**src/rtl/pc_pkg.sv**
```systemverilog
// Shared constants for the program-counter generation unit.
// Select codes name which source feeds the next PC value.
package pc_pkg;

  localparam int          XLEN_DEFAULT         = 32;
  localparam logic [31:0] RESET_VECTOR_DEFAULT = 32'h0000_0000;

  // Next-PC source select codes
  localparam logic [2:0] SEL_SEQ     = 3'd0;
  localparam logic [2:0] SEL_HOLD    = 3'd1;
  localparam logic [2:0] SEL_BRANCH  = 3'd2;
  localparam logic [2:0] SEL_PENDING = 3'd3;
  localparam logic [2:0] SEL_TRAP    = 3'd4;

endpackage

```
**src/rtl/pc_next_sel.sv**
```systemverilog
// Combinational next-PC priority selector.
// Priority: trap (PC_TRAP_EN builds only), pending-redirect consume,
// branch, stall hold, sequential. Also flags the first branch seen during
// a stall so the top level can buffer its target.
// Optional feature macro: PC_TRAP_EN.
module pc_next_sel
  import pc_pkg::*;
#(
  parameter int XLEN = XLEN_DEFAULT
) (
  input  logic            stall_i,
  input  logic            branch_taken_i,
  input  logic [XLEN-1:0] branch_addr_i,
  input  logic            pending_i,
  input  logic [XLEN-1:0] pending_tgt_i,
  input  logic [XLEN-1:0] pc_i,
  input  logic [XLEN-1:0] pc_add_i,
`ifdef PC_TRAP_EN
  input  logic            trap_req_i,
  input  logic [XLEN-1:0] trap_vector_i,
`endif
  output logic [2:0]      sel_o,
  output logic [XLEN-1:0] next_pc_o,
  output logic [XLEN-1:0] branch_tgt_o,
  output logic            capture_o
);

  // Branch targets are halfword aligned, trap vectors word aligned
  localparam logic [XLEN-1:0] ALIGN2_MASK = {{(XLEN-1){1'b1}}, 1'b0};
`ifdef PC_TRAP_EN
  localparam logic [XLEN-1:0] ALIGN4_MASK = {{(XLEN-2){1'b1}}, 2'b00};
`endif

  assign branch_tgt_o = branch_addr_i & ALIGN2_MASK;

  // Resolve the highest-priority next-PC source
  always_comb begin
    sel_o     = SEL_SEQ;
    capture_o = 1'b0;
`ifdef PC_TRAP_EN
    if (trap_req_i) begin
      sel_o = SEL_TRAP;
    end else
`endif
    if (pending_i && !stall_i) begin
      sel_o = SEL_PENDING;
    end else if (branch_taken_i && !stall_i) begin
      sel_o = SEL_BRANCH;
    end else if (stall_i) begin
      sel_o = SEL_HOLD;
      // Only the first branch of a stall is buffered; the frozen EX stage
      // keeps re-presenting it, so later ones are ignored while pending.
      if (branch_taken_i && !pending_i) begin
        capture_o = 1'b1;
      end else begin
        capture_o = 1'b0;
      end
    end else begin
      sel_o = SEL_SEQ;
    end
  end

  // Map the chosen source to the next PC value
  always_comb begin
    next_pc_o = pc_add_i;
    case (sel_o)
      SEL_SEQ:     next_pc_o = pc_add_i;
      SEL_HOLD:    next_pc_o = pc_i;
      SEL_BRANCH:  next_pc_o = branch_tgt_o;
      SEL_PENDING: next_pc_o = pending_tgt_i;
`ifdef PC_TRAP_EN
      SEL_TRAP:    next_pc_o = trap_vector_i & ALIGN4_MASK;
`endif
      default:     next_pc_o = pc_i;
    endcase
  end

endmodule

```
**src/rtl/pc_next_unit.sv**
```systemverilog
// Program-counter generation unit for the fetch stage.
// Owns the PC, the buffered-redirect register and the Flush pulse.
// A branch resolved during a stall is latched and applied once the stall
// releases, so no redirect is lost to a stall/branch collision.
// Optional feature macro: PC_TRAP_EN (trap request/vector redirect).
module pc_next_unit
  import pc_pkg::*;
#(
  parameter int              XLEN         = XLEN_DEFAULT,
  parameter int              INSTR_BYTES  = 4,
  parameter logic [XLEN-1:0] RESET_VECTOR = XLEN'(RESET_VECTOR_DEFAULT)
) (
  input  logic            Clk,
  input  logic            Rst,
  input  logic            Do_Stall,
  input  logic            Is_Branch_Taken,
  input  logic [XLEN-1:0] Branch_Address,
`ifdef PC_TRAP_EN
  input  logic            Trap_Req,
  input  logic [XLEN-1:0] Trap_Vector,
`endif
  output logic [XLEN-1:0] Pc_Out,
  output logic [XLEN-1:0] Pc_Add_Out,
  output logic            Flush,
  output logic            Redirect_Pending
);

  logic [XLEN-1:0] pc_q;
  logic [XLEN-1:0] pending_tgt_q;
  logic [XLEN-1:0] pending_tgt_d;
  logic            pending_q;
  logic            pending_d;
  logic            flush_q;
  logic            flush_d;

  logic [2:0]      sel_s;
  logic [XLEN-1:0] next_pc_s;
  logic [XLEN-1:0] branch_tgt_s;
  logic            capture_s;
  logic [XLEN-1:0] pc_add_s;

  // Sequential increment wraps naturally modulo 2^XLEN
  assign pc_add_s = pc_q + XLEN'(INSTR_BYTES);

  pc_next_sel #(
    .XLEN (XLEN)
  ) u_sel (
    .stall_i        (Do_Stall),
    .branch_taken_i (Is_Branch_Taken),
    .branch_addr_i  (Branch_Address),
    .pending_i      (pending_q),
    .pending_tgt_i  (pending_tgt_q),
    .pc_i           (pc_q),
    .pc_add_i       (pc_add_s),
`ifdef PC_TRAP_EN
    .trap_req_i     (Trap_Req),
    .trap_vector_i  (Trap_Vector),
`endif
    .sel_o          (sel_s),
    .next_pc_o      (next_pc_s),
    .branch_tgt_o   (branch_tgt_s),
    .capture_o      (capture_s)
  );

  // Next state of the pending-redirect buffer and the flush pulse
  always_comb begin
    pending_d     = pending_q;
    pending_tgt_d = pending_tgt_q;
    flush_d       = 1'b0;
    case (sel_s)
      SEL_TRAP,
      SEL_PENDING: begin
        pending_d = 1'b0;
        flush_d   = 1'b1;
      end
      SEL_BRANCH: begin
        flush_d = 1'b1;
      end
      SEL_HOLD: begin
        if (capture_s) begin
          pending_d     = 1'b1;
          pending_tgt_d = branch_tgt_s;
        end else begin
          pending_d     = pending_q;
          pending_tgt_d = pending_tgt_q;
        end
      end
      SEL_SEQ: begin
        flush_d = 1'b0;
      end
      default: begin
        flush_d = 1'b0;
      end
    endcase
  end

  // PC, pending buffer and flush registers; reset discards any pending redirect
  always_ff @(posedge Clk) begin
    if (Rst) begin
      pc_q          <= RESET_VECTOR;
      pending_q     <= 1'b0;
      pending_tgt_q <= '0;
      flush_q       <= 1'b0;
    end else begin
      pc_q          <= next_pc_s;
      pending_q     <= pending_d;
      pending_tgt_q <= pending_tgt_d;
      flush_q       <= flush_d;
    end
  end

  assign Pc_Out           = pc_q;
  assign Pc_Add_Out       = pc_add_s;
  assign Flush            = flush_q;
  assign Redirect_Pending = pending_q;

endmodule

```
**config.mk**
```make
export PLATFORM = sky130hd
export DESIGN_NAME = pc_next_unit
export DESIGN_NICKNAME = d
export VERILOG_FILES = /design/src/rtl/pc_pkg.sv /design/src/rtl/pc_next_sel.sv /design/src/rtl/pc_next_unit.sv
export SDC_FILE = /design/constraint.sdc
export NUM_CORES = 1
export LEC_CHECK = 0
export ABC_AREA = 1
export CORE_MARGIN = 5
export CORE_UTILIZATION = 40
export CTS_BUF_LIST = sky130_fd_sc_hd__clkbuf_8
export DETAILED_ROUTE_END_ITERATION = 6
export GPL_TIMING_DRIVEN = 0
export PLACE_DENSITY = 0.78
export SLEW_MARGIN = 20
export SYNTH_ARGS = -nofsm -noshare
export SYNTH_HDL_FRONTEND = slang
export SYNTH_SLANG_ARGS = --single-unit
```
**constraint.sdc**
```tcl
create_clock -name Clk -period 3.7 [get_ports Clk]
set_input_delay 1.11 -clock Clk [delete_from_list [all_inputs] [get_ports Clk]]
set_output_delay 1.11 -clock Clk [all_outputs]
set_load 0.02 [all_outputs]
```
==> results.rst <==
.. list-table::
   :header-rows: 1

   * - Metric
     - Value
   * - Result of the run
     - completed
   * - Critical Path RT
     - 2.59 ns
   * - Worst hold path type
     - flip-flop to flip-flop
   * - Diodes inserted
     - 0
   * - Syn_area_per_cell
     - 6.25 sq um
   * - Remaining design rule violation count
     - 0
   * - Standard cell core area
     - 0.00911 sq mm
   * - TritonCTS clock tree
     - built
   * - Kind of end point of the critical path
     - output pin
   * - Classification of the worst setup path
     - flip-flop to output pin
   * - CTS Root Cell
     - clkbuf_8
   * - Die extent in y
     - 106 um
   * - WL/cell
     - 14.4 um
   * - Accumulated negative setup slack
     - 0 ns
   * - Top cell type's share of synthesized area
     - 34.6%
   * - Number of global-route vias before repair
     - 4,017
   * - Proportion of layout cells with a drive suffix above 1
     - 8.91%
   * - Row Count
     - 35
   * - Post-route antenna net violation count
     - 0
   * - Power per cell area
     - 350 mW/mm^2
   * - Layout Skew
     - 0.0113 ns
   * - Crit path DAT
     - 2.44 ns
   * - Synthesized netlist cell count
     - 592
   * - CTS Buffer Depth
     - 2
   * - Global Route Usage Sum
     - 21.4%
   * - RSZ-0062 raised after global routing
     - no
   * - Global route total overflow
     - 0
   * - Share of total power in combinational logic
     - 21.0%
   * - Setup violators final
     - 0
   * - Starting Density
     - 40.6%
   * - Mapped Area
     - 0.00370 sq mm
   * - Post-synth top area cell
     - dfxtp_1
   * - P_leak
     - 2.08 nW
   * - Slew at the pin closest to its max-slew limit
     - 0.520 ns
   * - Post-synthesis sequential area ratio
     - 34.6%
   * - WL final
     - 11,800 um
   * - Skew-Pair Late Insertion Delay
     - 0.35 ns
   * - Minimum period implied by the final worst setup slack
     - 3.55 ns
   * - Leading cell type in the layout, fill and taps excluded
     - nand2_1
   * - Reg clk slew, reported paths
     - 0.08 ns
   * - Maximum number of pins on one net before global-route repair
     - 12
   * - Setup repair bufs after CTS
     - 0
   * - Count of buffering cells on the critical path with inverters included
     - 2
   * - Reg2Reg Setup Slack
     - 1.99 ns
   * - Critical path cell sequence
     - ha_1, nand3_2, nor2_4, nand2_2, xor2_1, inv_1, clkdlybuf4s50_1
   * - Sequential Power Share
     - 44.0%
   * - Total number of nets in the final design
     - 739
   * - Antenna violations before repair
     - 0
   * - Die footprint
     - 0.0113 sq mm
   * - Commonest cells after routing, fill and taps aside
     - nand2_1, clkdlybuf4s50_1, nor2_1
   * - Synth cell types
     - 30
   * - Max-slew violation count
     - 0
   * - Number of register bits inferred by synthesis
     - 64
   * - Final Hold Fails
     - 0
   * - Reported net switching power
     - 538 uW
   * - Maximum level of the CTS H-tree
     - 3
   * - HPWL after DPL
     - 9350 um
   * - Filler Cells Inserted
     - 878
   * - Number of placed I/O pins
     - 102
   * - Synth Warn #
     - 0
   * - Worst relative slew slack
     - 65.3%
   * - Area growth from synthesis to layout
     - 35.8%
   * - Cell class contributing the biggest share of worst-path delay
     - buffers and inverters
   * - Largest fanout on the critical path
     - 6
   * - Clock network fraction of total power
     - 35.0%
   * - Achievable Freq
     - 282 MHz
   * - Kind of start point of the critical path
     - flip-flop
   * - Gpl congestion
     - 0.917
   * - Vias per cell
     - 5.10
   * - Cts bufs inserted
     - 9
   * - Largest stage delay on the critical path
     - 0.61 ns
   * - Final core utilization
     - 55.2%
   * - Top cells by area in the synthesized netlist
     - dfxtp_1, nand2_1, nor2_1, nand3_1, o21ai_1
   * - DRC violation total after the first TritonRoute iteration
     - 268
   * - Detailed-route via count
     - 4,168
   * - IR drop worst, VDD
     - 0.191 mV
   * - Global-route wire length before repair
     - 19,400 um
   * - Horizontal extent of the die
     - 106 um
   * - Number of I/O port buffers
     - 98
   * - Cell-internal power
     - 1.22 mW
   * - Total clock sinks
     - 64
   * - Iteration count of the initial detailed-routing pass
     - 5
   * - Slowest cell on the critical path
     - clkdlybuf4s50_1
   * - Net switching share of the total power
     - 30.7%
   * - Max Cap Violations
     - 0
   * - Final period utilization
     - 95.8%
[through the flow]
stage / power [mW] / std cells / setup WS (ns) / hold WS (ns) / area, sq um
6_report: 1.76 / 818 / 0.154 / 0.469 / 5020
5_1_grt: 1.83 / 818 / 0.000665 / 0.492 / 5020
4_1_cts: 1.76 / 818 / 0.119 / 0.467 / 5020
3_5_place_dp: 1.15 / 802 / 0.514 / 0.455 / 4820
3_3_place_gp: 1.14 / 802 / 0.544 / 0.448 / 4820
2_1_floorplan: 0.976 / 593 / 1.12 / 0.439 / 3700
[layer usage]
metal	track usage, %	up-vias	wire length [um]
met3	4.68	22	945
li1	-	2118	-
met2	36.5	164	5640
met4	6.75	0	236
met5	0	-	0
met1	26.9	1864	4990
[path summary, 6_finish.rpt]
check	start	end	cells past startpoint
max	Pc_Out[2]$_SDFFE_PP0P_	Pc_Add_Out[12]	7
min	pending_tgt_q[21]$_SDFFE_PP0P_	pending_tgt_q[21]$_SDFFE_PP0P_	2
max reg2reg	Pc_Out[2]$_SDFFE_PP0P_	Pc_Out[20]$_SDFFE_PP0P_	8
min reg2reg	pending_tgt_q[21]$_SDFFE_PP0P_	pending_tgt_q[21]$_SDFFE_PP0P_	2
[power by group through the flow]
stage | registers, mW | logic, mW | clock network, mW
after global routing | 0.779 | 0.402 | 0.648
after floorplan | 0.803 | 0.173 | 0
final | 0.773 | 0.368 | 0.615
after global placement | 0.786 | 0.359 | 0
after CTS | 0.772 | 0.367 | 0.616
after detailed placement | 0.788 | 0.366 | 0
[Yosys cell counts, drive strengths merged]
cell / n
a31oi: 8
conb: 1
ha: 1
buf: 16
nand4: 1
clkbuf: 11
and2: 1
a41oi: 2
a22oi: 21
dfxtp: 64
o21ai: 42
nor2: 102
o211ai: 2
a21oi: 17
inv: 43
clkinv: 1
nand2: 214
xnor2: 2
xor2: 6
nand3: 37
[registers in the layout (all words and copies together), names as in the netlist]
register and cells:
Flush 1, pending_tgt_q 31, Redirect_Pending 1, Pc_Out 31
[cells by family after synthesis]
logic type / count (synthesis) / share of synthesized area [%]
simple gates: 355 / 40.4
compound gates: 92 / 14.7
buf+inv: 71 / 7.95
flops: 64 / 34.6
xor+xnor: 8 / 1.89
fa+ha+maj: 1 / 0.338
other cells: 1 / 0.101
[final cells by class]
class,count,area (sq um),area share [%]
flip-flops and latches,64,1280,25.5
multi-input cells,458,2130,42.4
inverters,44,165,3.29
plain buffers,27,129,2.57
clock inverters,6,60.1,1.20
repair buffers,98,981,19.5
clock buffers,10,138,2.74
well taps,111,139,2.76
[worst min-delay path, stage by stage, from the launching register on]
cell,delay (ns)
dfxtp_1,0.31
nand2_1,0.06
a21oi_1,0.05
[timing repair]
action,CTS,global route
gates resized for setup,0,1
hold buffers,0,0
endpoints found under the setup margin,0,2
(Power assumes the default switching activity.)
